===== src/rtl/osc_pkg.sv =====
// rtl/osc_pkg.sv - shared waveform codes and increment FSM states for osc_multi_wave
// Contents:
//   WAVE_SAW/WAVE_TRI/WAVE_SQR/WAVE_PLS : wave_sel encodings
//   osc_state_t                         : increment FSM states (IDLE, DIV, LOAD)
package osc_pkg;

    localparam logic [1:0] WAVE_SAW = 2'b00;
    localparam logic [1:0] WAVE_TRI = 2'b01;
    localparam logic [1:0] WAVE_SQR = 2'b10;
    localparam logic [1:0] WAVE_PLS = 2'b11;

    typedef enum logic [1:0] {
        IDLE,
        DIV,
        LOAD
    } osc_state_t;

endpackage


===== src/rtl/osc_multi_wave_if.sv =====
// rtl/osc_multi_wave_if.sv - frequency handshake and sample stream bundle for one oscillator voice
// Optional macro: OSC_HARD_SYNC_EN adds the sync signal.
// Signals:
//   freq/freq_valid/freq_ready : frequency request handshake (Hz, unsigned)
//   wave_sel/duty/amp          : waveform select, pulse threshold, amplitude
//   sample_en                  : advance phase and produce one sample
//   sample_out/sample_valid    : signed sample and its one-cycle strobe
//   sync                       : (OSC_HARD_SYNC_EN) restart phase on a sample_en strobe
// Modports: master drives requests, slave is the oscillator.
interface osc_multi_wave_if #(
    parameter int FREQ_W = 12,
    parameter int OUT_W  = 16
);
    import osc_pkg::*;

    logic [FREQ_W-1:0] freq;
    logic              freq_valid;
    logic              freq_ready;
    logic [1:0]        wave_sel;
    logic [7:0]        duty;
    logic [OUT_W-1:0]  amp;
    logic              sample_en;
    logic [OUT_W-1:0]  sample_out;
    logic              sample_valid;
`ifdef OSC_HARD_SYNC_EN
    logic              sync;
`endif

    modport master (
`ifdef OSC_HARD_SYNC_EN
        output sync,
`endif
        output freq, freq_valid, wave_sel, duty, amp, sample_en,
        input  freq_ready, sample_out, sample_valid
    );

    modport slave (
`ifdef OSC_HARD_SYNC_EN
        input  sync,
`endif
        input  freq, freq_valid, wave_sel, duty, amp, sample_en,
        output freq_ready, sample_out, sample_valid
    );

endinterface


===== src/rtl/osc_inc_div.sv =====
// rtl/osc_inc_div.sv - iterative restoring divider turning a frequency in Hz into a phase increment
// Ports:
//   clk, rst_n : clock, asynchronous active-low reset
//   i_start    : latch i_freq and begin a divide (ACC_W step cycles follow)
//   i_freq     : frequency in Hz
//   o_done     : high in the cycle whose clock edge produces the final quotient bit
//   o_quot     : floor(freq * 2^ACC_W / CLK_HZ), clamped to 2^(ACC_W-1)-1 for freq >= CLK_HZ/2
module osc_inc_div
    import osc_pkg::*;
#(
    parameter int ACC_W  = 24,
    parameter int FREQ_W = 12,
    parameter int CLK_HZ = 1000000
) (
    input  logic              clk,
    input  logic              rst_n,
    input  logic              i_start,
    input  logic [FREQ_W-1:0] i_freq,
    output logic              o_done,
    output logic [ACC_W-1:0]  o_quot
);

    // Remainder always stays below CLK_HZ, so RR_W bits hold it; one extra bit
    // is needed only for the shifted trial value.
    localparam int              RR_W    = $clog2(CLK_HZ);
    localparam int              RD_W    = RR_W + 1;
    localparam int              CNT_W   = $clog2(ACC_W + 1);
    localparam logic [RD_W-1:0] DIVISOR = RD_W'(CLK_HZ);
    localparam logic [ACC_W-1:0] INC_MAX = {1'b0, {(ACC_W-1){1'b1}}};

    logic [RR_W-1:0]  r_rem;
    logic [ACC_W-1:0] r_quot;
    logic [CNT_W-1:0] r_cnt;
    logic             r_clamp;

    logic [RD_W-1:0]  w_shift;
    logic [RD_W-1:0]  w_sub;
    logic             w_ge;
    logic             w_unused_sub;

    // Dividend is freq followed by ACC_W zero bits: the remainder starts at freq
    // (valid because freq < CLK_HZ whenever the result is not clamped) and each
    // step shifts in a zero.
    assign w_shift      = {r_rem, 1'b0};
    assign w_sub        = w_shift - DIVISOR;
    assign w_ge         = (w_shift >= DIVISOR);
    assign w_unused_sub = w_sub[RD_W-1];

    always_ff @(posedge clk or negedge rst_n) begin
        if (!rst_n) begin
            r_rem   <= '0;
            r_quot  <= '0;
            r_cnt   <= '0;
            r_clamp <= 1'b0;
        end else if (i_start) begin
            r_rem   <= RR_W'(i_freq);
            r_quot  <= '0;
            r_cnt   <= CNT_W'(ACC_W);
            r_clamp <= (32'(i_freq) >= 32'(CLK_HZ / 2));
        end else if (r_cnt != '0) begin
            r_rem   <= w_ge ? w_sub[RR_W-1:0] : w_shift[RR_W-1:0];
            r_quot  <= {r_quot[ACC_W-2:0], w_ge};
            r_cnt   <= r_cnt - 1'b1;
        end
    end

    assign o_done = (r_cnt == CNT_W'(1));
    assign o_quot = r_clamp ? INC_MAX : r_quot;

endmodule


===== src/rtl/osc_multi_wave.sv =====
// rtl/osc_multi_wave.sv - phase-accumulator oscillator with saw/triangle/square/pulse output and amplitude scaling
// Optional macro: OSC_HARD_SYNC_EN (sync with sample_en restarts the phase at 0).
// Ports:
//   clk, rst_n : clock, asynchronous active-low reset
//   bus        : osc_multi_wave_if.slave (frequency handshake, waveform controls, sample stream)
// Pipeline: sample_en at edge n updates the phase, edge n+1 registers the waveform,
// edge n+2 registers the scaled sample and sample_valid.
module osc_multi_wave
    import osc_pkg::*;
#(
    parameter int CLK_HZ       = 1000000,
    parameter int FREQ_W       = 12,
    parameter int ACC_W        = 24,
    parameter int OUT_W        = 16,
    parameter int DEFAULT_FREQ = 440
) (
    input  logic            clk,
    input  logic            rst_n,
    osc_multi_wave_if.slave bus
);

    localparam logic [ACC_W-1:0] INC_DEF   =
        ACC_W'((64'(DEFAULT_FREQ) << ACC_W) / 64'(CLK_HZ));
    localparam logic [OUT_W-1:0] W_MAX     = {1'b0, {(OUT_W-1){1'b1}}};
    localparam logic [OUT_W-1:0] W_MIN     = {1'b1, {(OUT_W-1){1'b0}}};
    localparam int               PROD_W    = 2 * OUT_W + 2;

    osc_state_t       r_state;
    logic             r_freq_ready;
    logic [ACC_W-1:0] r_inc;
    logic [ACC_W-1:0] r_phase;
    logic             r_v1;
    logic [OUT_W-1:0] r_w;
    logic [OUT_W-1:0] r_amp;
    logic             r_v2;
    logic [OUT_W-1:0] r_out;
    logic             r_valid;

    logic              w_hs;
    logic              w_div_done;
    logic [ACC_W-1:0]  w_quot;
    logic              w_sync;
    logic [OUT_W-1:0]  w_p;
    logic [OUT_W-2:0]  w_fold;
    logic [OUT_W-1:0]  w_wave;
    logic [OUT_W:0]    w_amp1;
    logic signed [PROD_W-1:0] w_wext;
    logic signed [PROD_W-1:0] w_aext;
    logic signed [PROD_W-1:0] w_prod;
    logic              w_unused_prod;

    assign w_hs = bus.freq_valid & r_freq_ready;

`ifdef OSC_HARD_SYNC_EN
    assign w_sync = bus.sync;
`else
    assign w_sync = 1'b0;
`endif

    osc_inc_div #(
        .ACC_W  (ACC_W),
        .FREQ_W (FREQ_W),
        .CLK_HZ (CLK_HZ)
    ) u_div (
        .clk     (clk),
        .rst_n   (rst_n),
        .i_start (w_hs),
        .i_freq  (bus.freq),
        .o_done  (w_div_done),
        .o_quot  (w_quot)
    );

    // Handshake edge -> 24 DIV cycles -> LOAD writes inc; ready is low for ACC_W+1 cycles.
    always_ff @(posedge clk or negedge rst_n) begin
        if (!rst_n) begin
            r_state      <= IDLE;
            r_freq_ready <= 1'b1;
            r_inc        <= INC_DEF;
        end else begin
            case (r_state)
                IDLE: begin
                    if (w_hs) begin
                        r_state      <= DIV;
                        r_freq_ready <= 1'b0;
                    end
                end
                DIV: begin
                    if (w_div_done) begin
                        r_state <= LOAD;
                    end
                end
                LOAD: begin
                    r_inc        <= w_quot;
                    r_state      <= IDLE;
                    r_freq_ready <= 1'b1;
                end
                default: begin
                    r_state      <= IDLE;
                    r_freq_ready <= 1'b1;
                end
            endcase
        end
    end

    // Stage 1: a strobe coinciding with LOAD still sees the old r_inc here.
    always_ff @(posedge clk or negedge rst_n) begin
        if (!rst_n) begin
            r_phase <= '0;
            r_v1    <= 1'b0;
        end else begin
            r_v1 <= bus.sample_en;
            if (bus.sample_en) begin
                r_phase <= w_sync ? '0 : r_phase + r_inc;
            end
        end
    end

    assign w_p    = r_phase[ACC_W-1 -: OUT_W];
    assign w_fold = w_p[OUT_W-1] ? ~w_p[OUT_W-2:0] : w_p[OUT_W-2:0];

    always_comb begin
        w_wave = {~w_p[OUT_W-1], w_p[OUT_W-2:0]};
        case (bus.wave_sel)
            WAVE_SAW: w_wave = {~w_p[OUT_W-1], w_p[OUT_W-2:0]};
            WAVE_TRI: w_wave = {~w_fold[OUT_W-2], w_fold[OUT_W-3:0], 1'b0};
            WAVE_SQR: w_wave = w_p[OUT_W-1] ? W_MIN : W_MAX;
            WAVE_PLS: w_wave = (w_p[OUT_W-1 -: 8] < bus.duty) ? W_MAX : W_MIN;
            default:  w_wave = {~w_p[OUT_W-1], w_p[OUT_W-2:0]};
        endcase
    end

    // Stage 2: waveform and amplitude are captured together so one sample uses one setting.
    always_ff @(posedge clk or negedge rst_n) begin
        if (!rst_n) begin
            r_w   <= '0;
            r_amp <= '0;
            r_v2  <= 1'b0;
        end else begin
            r_v2 <= r_v1;
            if (r_v1) begin
                r_w   <= w_wave;
                r_amp <= bus.amp;
            end
        end
    end

    // amp+1 keeps all-ones amplitude an exact passthrough (multiply by 2^OUT_W).
    assign w_amp1 = {1'b0, r_amp} + {{OUT_W{1'b0}}, 1'b1};
    assign w_wext = {{(OUT_W+2){r_w[OUT_W-1]}}, r_w};
    assign w_aext = {{(OUT_W+1){1'b0}}, w_amp1};
    assign w_prod = w_wext * w_aext;
    assign w_unused_prod = ^{w_prod[PROD_W-1:2*OUT_W], w_prod[OUT_W-1:0]};

    // Stage 3: taking bits [2*OUT_W-1:OUT_W] is the arithmetic shift by OUT_W, truncated.
    always_ff @(posedge clk or negedge rst_n) begin
        if (!rst_n) begin
            r_out   <= '0;
            r_valid <= 1'b0;
        end else begin
            r_valid <= r_v2;
            if (r_v2) begin
                r_out <= w_prod[2*OUT_W-1:OUT_W];
            end
        end
    end

    assign bus.freq_ready   = r_freq_ready;
    assign bus.sample_out   = r_out;
    assign bus.sample_valid = r_valid;

endmodule


===== src/flat_wrapper.sv =====
// flat-port wrapper written by rule: the top's interface ports become plain ports
module osc_multi_wave_flat import osc_pkg::*;
#(
    parameter int CLK_HZ       = 1000000,
    parameter int FREQ_W       = 12,
    parameter int ACC_W        = 24,
    parameter int OUT_W        = 16,
    parameter int DEFAULT_FREQ = 440
)
  (clk, rst_n, bus_freq, bus_freq_valid, bus_wave_sel, bus_duty, bus_amp, bus_sample_en, bus_freq_ready, bus_sample_out, bus_sample_valid);
  osc_multi_wave_if #(.FREQ_W(FREQ_W), .OUT_W(OUT_W)) bus_i ();
  input  logic clk;
  input  logic rst_n;
  input wire logic [$bits(bus_i.freq)-1:0] bus_freq;
  input wire logic [$bits(bus_i.freq_valid)-1:0] bus_freq_valid;
  input wire logic [$bits(bus_i.wave_sel)-1:0] bus_wave_sel;
  input wire logic [$bits(bus_i.duty)-1:0] bus_duty;
  input wire logic [$bits(bus_i.amp)-1:0] bus_amp;
  input wire logic [$bits(bus_i.sample_en)-1:0] bus_sample_en;
  output wire logic [$bits(bus_i.freq_ready)-1:0] bus_freq_ready;
  output wire logic [$bits(bus_i.sample_out)-1:0] bus_sample_out;
  output wire logic [$bits(bus_i.sample_valid)-1:0] bus_sample_valid;
  assign bus_i.freq = bus_freq;
  assign bus_i.freq_valid = bus_freq_valid;
  assign bus_i.wave_sel = bus_wave_sel;
  assign bus_i.duty = bus_duty;
  assign bus_i.amp = bus_amp;
  assign bus_i.sample_en = bus_sample_en;
  assign bus_freq_ready = bus_i.freq_ready;
  assign bus_sample_out = bus_i.sample_out;
  assign bus_sample_valid = bus_i.sample_valid;
  osc_multi_wave #(.CLK_HZ(CLK_HZ), .FREQ_W(FREQ_W), .ACC_W(ACC_W), .OUT_W(OUT_W), .DEFAULT_FREQ(DEFAULT_FREQ)) u_core (.clk(clk), .rst_n(rst_n), .bus(bus_i));
endmodule

===== config.mk =====
export PLATFORM = sky130hd
export DESIGN_NAME = osc_multi_wave_flat
export DESIGN_NICKNAME = d
export VERILOG_FILES = /design/src/rtl/osc_pkg.sv /design/src/rtl/osc_multi_wave_if.sv /design/src/rtl/osc_inc_div.sv /design/src/rtl/osc_multi_wave.sv /design/src/flat_wrapper.sv
export SDC_FILE = /design/constraint.sdc
export NUM_CORES = 1
export LEC_CHECK = 0
export ABC_AREA = 1
export CAP_MARGIN = 20
export CORE_ASPECT_RATIO = 1.4
export CORE_MARGIN = 2
export CORE_UTILIZATION = 57
export CTS_CLUSTER_DIAMETER = 150
export DETAILED_ROUTE_END_ITERATION = 12
export GPL_TIMING_DRIVEN = 0
export PLACE_DENSITY = 0.75
export SLEW_MARGIN = 10
export SYNTH_ARGS = -nofsm -noshare
export SYNTH_HDL_FRONTEND = slang
export SYNTH_SLANG_ARGS = --single-unit

===== constraint.sdc =====
create_clock -name clk -period 9.7 [get_ports clk]
set_input_delay 1.94 -clock clk [delete_from_list [all_inputs] [get_ports clk]]
set_output_delay 1.94 -clock clk [all_outputs]
set_load 0.1 [all_outputs]

==> results by group <==
Worst setup path
  • Bufs and invs on worst path: 6
  • Crit Path Class: register to register
  • Cell with the most instances on the worst path: sky130_fd_sc_hd__nand2_1
  • Max incr delay on CP: between 0.9 and 1 ns
  • Slowest-stage cell, CP: sky130_fd_sc_hd__xor2_1
  • Crit path arrival time: approximately 8.2 ns
  • Kind of launch point of the worst setup path: register
  • Maximum fanout count along the critical path: 10
  • Kind of capture point of the worst setup path: register
  • Top cell family by delay on the critical path: adder cells
  • Required time of the critical path: 10.03 ns

Yosys
  • Async set or reset register ratio after synthesis: 1.00
  • Count leader, synth: sky130_fd_sc_hd__nand2_1
  • Synthesis warning total: 0
  • Proportion of netlist area held by the largest area contributor: 0.235
  • Synthesized instance count: 2352
  • Commonest cells in the synthesized netlist: sky130_fd_sc_hd__nand2_1, sky130_fd_sc_hd__inv_1, sky130_fd_sc_hd__nor2_1
  • Part of the Yosys area used for sequential elements: 0.214
  • Most instantiated flip-flop cell in the synthesis netlist: sky130_fd_sc_hd__dfrtp_1
  • Mean cell area of the mapped netlist: approximately 7.5 um^2
  • Nets in the synthesized netlist: roughly 2700
  • Flip-flop and latch count after synthesis: ~150
  • Count of unique library cells instantiated by Yosys: 47
  • Top cell type by total area after synthesis: sky130_fd_sc_hd__fa_1
  • Top cells by area, synth: sky130_fd_sc_hd__fa_1, sky130_fd_sc_hd__dfrtp_1, sky130_fd_sc_hd__nand2_1
  • Number of flops mapped to enable cells by yosys: 0
  • Cell Area, Synth: roughly 18000 um^2

Die
  • Overall die height: 213 um
  • Horizontal extent of the die: 153 um
  • # rows: 76
  • Boundary pin count: 60
  • Die ar.: 32500 um^2
  • Area of the core region: 30700 um^2
  • Effective utilization at floorplan: 0.577

Routing
  • First-pass iteration count of the detailed router: 5
  • Per-cell via count in the routed design: ~5.5
  • Routed wire length per instance: between 15 and 20 um
  • Routed vias: roughly 16000
  • Total detailed-routing wirelength: ~51 mm
  • Uppermost signal routing layer after detailed routing: met4
  • Wire length on met3: around 2.2 mm
  • Remaining antenna violation count: 0
  • Routed metal-1 wirelength: 18.4 mm
  • Met2 wire length: roughly 27 mm
  • Remaining DRCs: 0
  • DRC violation total after the first TritonRoute iteration: 1006

Place
  • Number of buffers added on ports: just under 60
  • Minimum setup slack after placement: 2.02 ns
  • Final RePlAce weighted congestion: roughly 1
  • Detailed-placement wirelength estimate: between 40 and 50 mm
  • Total instance count after detailed placement: about 2800

STA
  • Highest achievable clock rate: ~130 MHz
  • Setup Total Neg Slack: 0 ns
  • Number of pins exceeding their max-slew limit in the final report: 0
  • Final Hold Viols: 0
  • Setup repair after global routing missed its margin: false
  • Relative max-transition margin: 0.197
  • Part of the cycle the worst path needs: 0.809
  • Post-route clock skew: between 0.01 and 0.015 ns
  • Slew at the pin closest to its max-slew limit: around 1.2 ns
  • Post-layout worst setup margin: about 1.8 ns
  • Minimum clock period after layout: between 7 and 8 ns
  • Final setup violation count: 0

CTS
  • Post-CTS resize count: 0
  • Worst-case clock buffer depth: 2
  • Setup Buffers After CTS: 0
  • Clock slew at the register clock pins of the worst setup and hold paths: 0.06 ns
  • Count of hold buffers inserted by post-cts repair: 0
  • CTS sink count: 151
  • Worst-Skew Late Latency: around 0.45 ns
  • Num CTS Buffers: 17
  • Clock tree from TritonCTS: built
  • Root buffer cell: sky130_fd_sc_hd__clkbuf_16
  • # H-tree levels: 4

Hold path
  • Worst min-delay path class: register to register

Finish
  • Share of post-route cells with drive strength above 1: 0.0344
  • Final #Nets: about 2800
  • Number of standard cells in the layout, taps in and fillers out: roughly 2800
  • Post-layout util: 0.634
  • ANT cells: 0
  • Area overhead of the layout relative to synthesis: 9.93%

Global routing
  • Number of antenna violations at the first check in global routing: 0
  • Largest net degree at the start of global routing: 99
  • Vias in the first global route: around 16000
  • Total global-route track usage: 0.331
  • Overall overflow remaining after global route: 0
  • Wire length of the first global-routing pass: approximately 84 mm

Flow run
  • Max-capacitance violation count: 0

Status
  • Run status: complete, no violations
[worst paths after layout]
path | start | endpoint | slack (ns) | depth (start not counted)
max reg2reg | u_core.r_amp[0] | u_core.bus.sample_out[14] | 1.85 | 29
min | u_core.r_v2 | u_core.bus.sample_valid | 0.38 | 0
max in group asynchronous | rst_n | u_core.bus.freq_ready | 7.45 | 2
min in group asynchronous | rst_n | u_core.r_phase[22] | 1.38 | 1
max | u_core.r_amp[0] | u_core.bus.sample_out[14] | 1.85 | 29
min reg2reg | u_core.r_v2 | u_core.bus.sample_valid | 0.38 | 0
[cell families (layout without fill, tap and decap cells)]
logic type / after synthesis / in the layout / share of synthesized area
DFF: 151 / 151 / 0.214
xor gates and xnor gates: 16 / 16 / 0.00833
adders and majority gates: 353 / 353 / 0.337
buffers and inverters: 553 / 645 / 0.118
and+or+nand+nor: 986 / 986 / 0.233
AOI/OAI and AO/OA: 293 / 293 / 0.0895
[cells in the final DEF, fill, tap and decap left out, types with 6 or more instances in the layout]
cell / netlist / final
sky130_fd_sc_hd__clkbuf_16: 0 / 17
sky130_fd_sc_hd__xnor2_1: 8 / 8
sky130_fd_sc_hd__nor3_1: 17 / 17
sky130_fd_sc_hd__nand3b_1: 18 / 18
sky130_fd_sc_hd__ha_1: 145 / 145
sky130_fd_sc_hd__inv_2: 7 / 7
sky130_fd_sc_hd__nand3_1: 115 / 115
sky130_fd_sc_hd__o22ai_1: 27 / 27
sky130_fd_sc_hd__buf_2: 6 / 6
sky130_fd_sc_hd__nand2_2: 10 / 10
sky130_fd_sc_hd__nand4_1: 21 / 21
sky130_fd_sc_hd__nor2_1: 217 / 217
sky130_fd_sc_hd__fa_1: 208 / 208
sky130_fd_sc_hd__a22oi_1: 10 / 10
sky130_fd_sc_hd__dfstp_2: 9 / 9
sky130_fd_sc_hd__dfrtp_1: 142 / 142
sky130_fd_sc_hd__a21oi_1: 94 / 94
sky130_fd_sc_hd__xor2_1: 7 / 7
sky130_fd_sc_hd__or2_2: 7 / 7
sky130_fd_sc_hd__clkdlybuf4s50_1: 0 / 58
sky130_fd_sc_hd__inv_1: 479 / 479
sky130_fd_sc_hd__o21ai_0: 134 / 134
sky130_fd_sc_hd__clkbuf_1: 55 / 58
sky130_fd_sc_hd__nand2_1: 565 / 565
[sequential cells by signal, indices dropped and copies added, names as in the netlist]
| signal | count |
|---|---|
| u_core.r_inc | 24 |
| u_core.r_phase | 24 |
| u_core.r_v2 | 1 |
| u_core.bus.sample_out | 16 |
| u_core.r_w | 16 |
| u_core.u_div.r_cnt | 5 |
| u_core.bus.freq_ready | 1 |
| u_core.u_div.r_quot | 24 |
| u_core.u_div.r_rem | 20 |
| u_core.bus.sample_valid | 1 |
| u_core.r_v1 | 1 |
| u_core.r_state | 2 |
| u_core.r_amp | 16 |
[area by class of cell]
type	instances	area (um^2)
Multi-Input combinational cell	1648	11800
Fill cell	2837	11200
Sequential cell	151	3790
Inverter	489	1840
Timing Repair Buffer	60	623
Tap cell	390	488
Clock buffer	20	437
Buffer	64	255
Clock inverter	12	211
[per-layer routing]
metal / global-route usage / vias up
met5: 0 / -
met4: 0.202 / 0
met3: 0.0367 / 165
met2: 0.615 / 474
met1: 0.360 / 7615
li1: - / 7421
[through the flow]
step | hold WS, ns | area [um^2]
global route | 0.405 | 19500
global placement | 0.359 | 18800
CTS | 0.383 | 19500
floorplan | 0.352 | 17700
detailed placement | 0.368 | 18800
finish | 0.380 | 19500
Power is left out: the tool's default activity adds up to more than one toggle a clock period on the data nets, which glitch-free logic cannot reach.
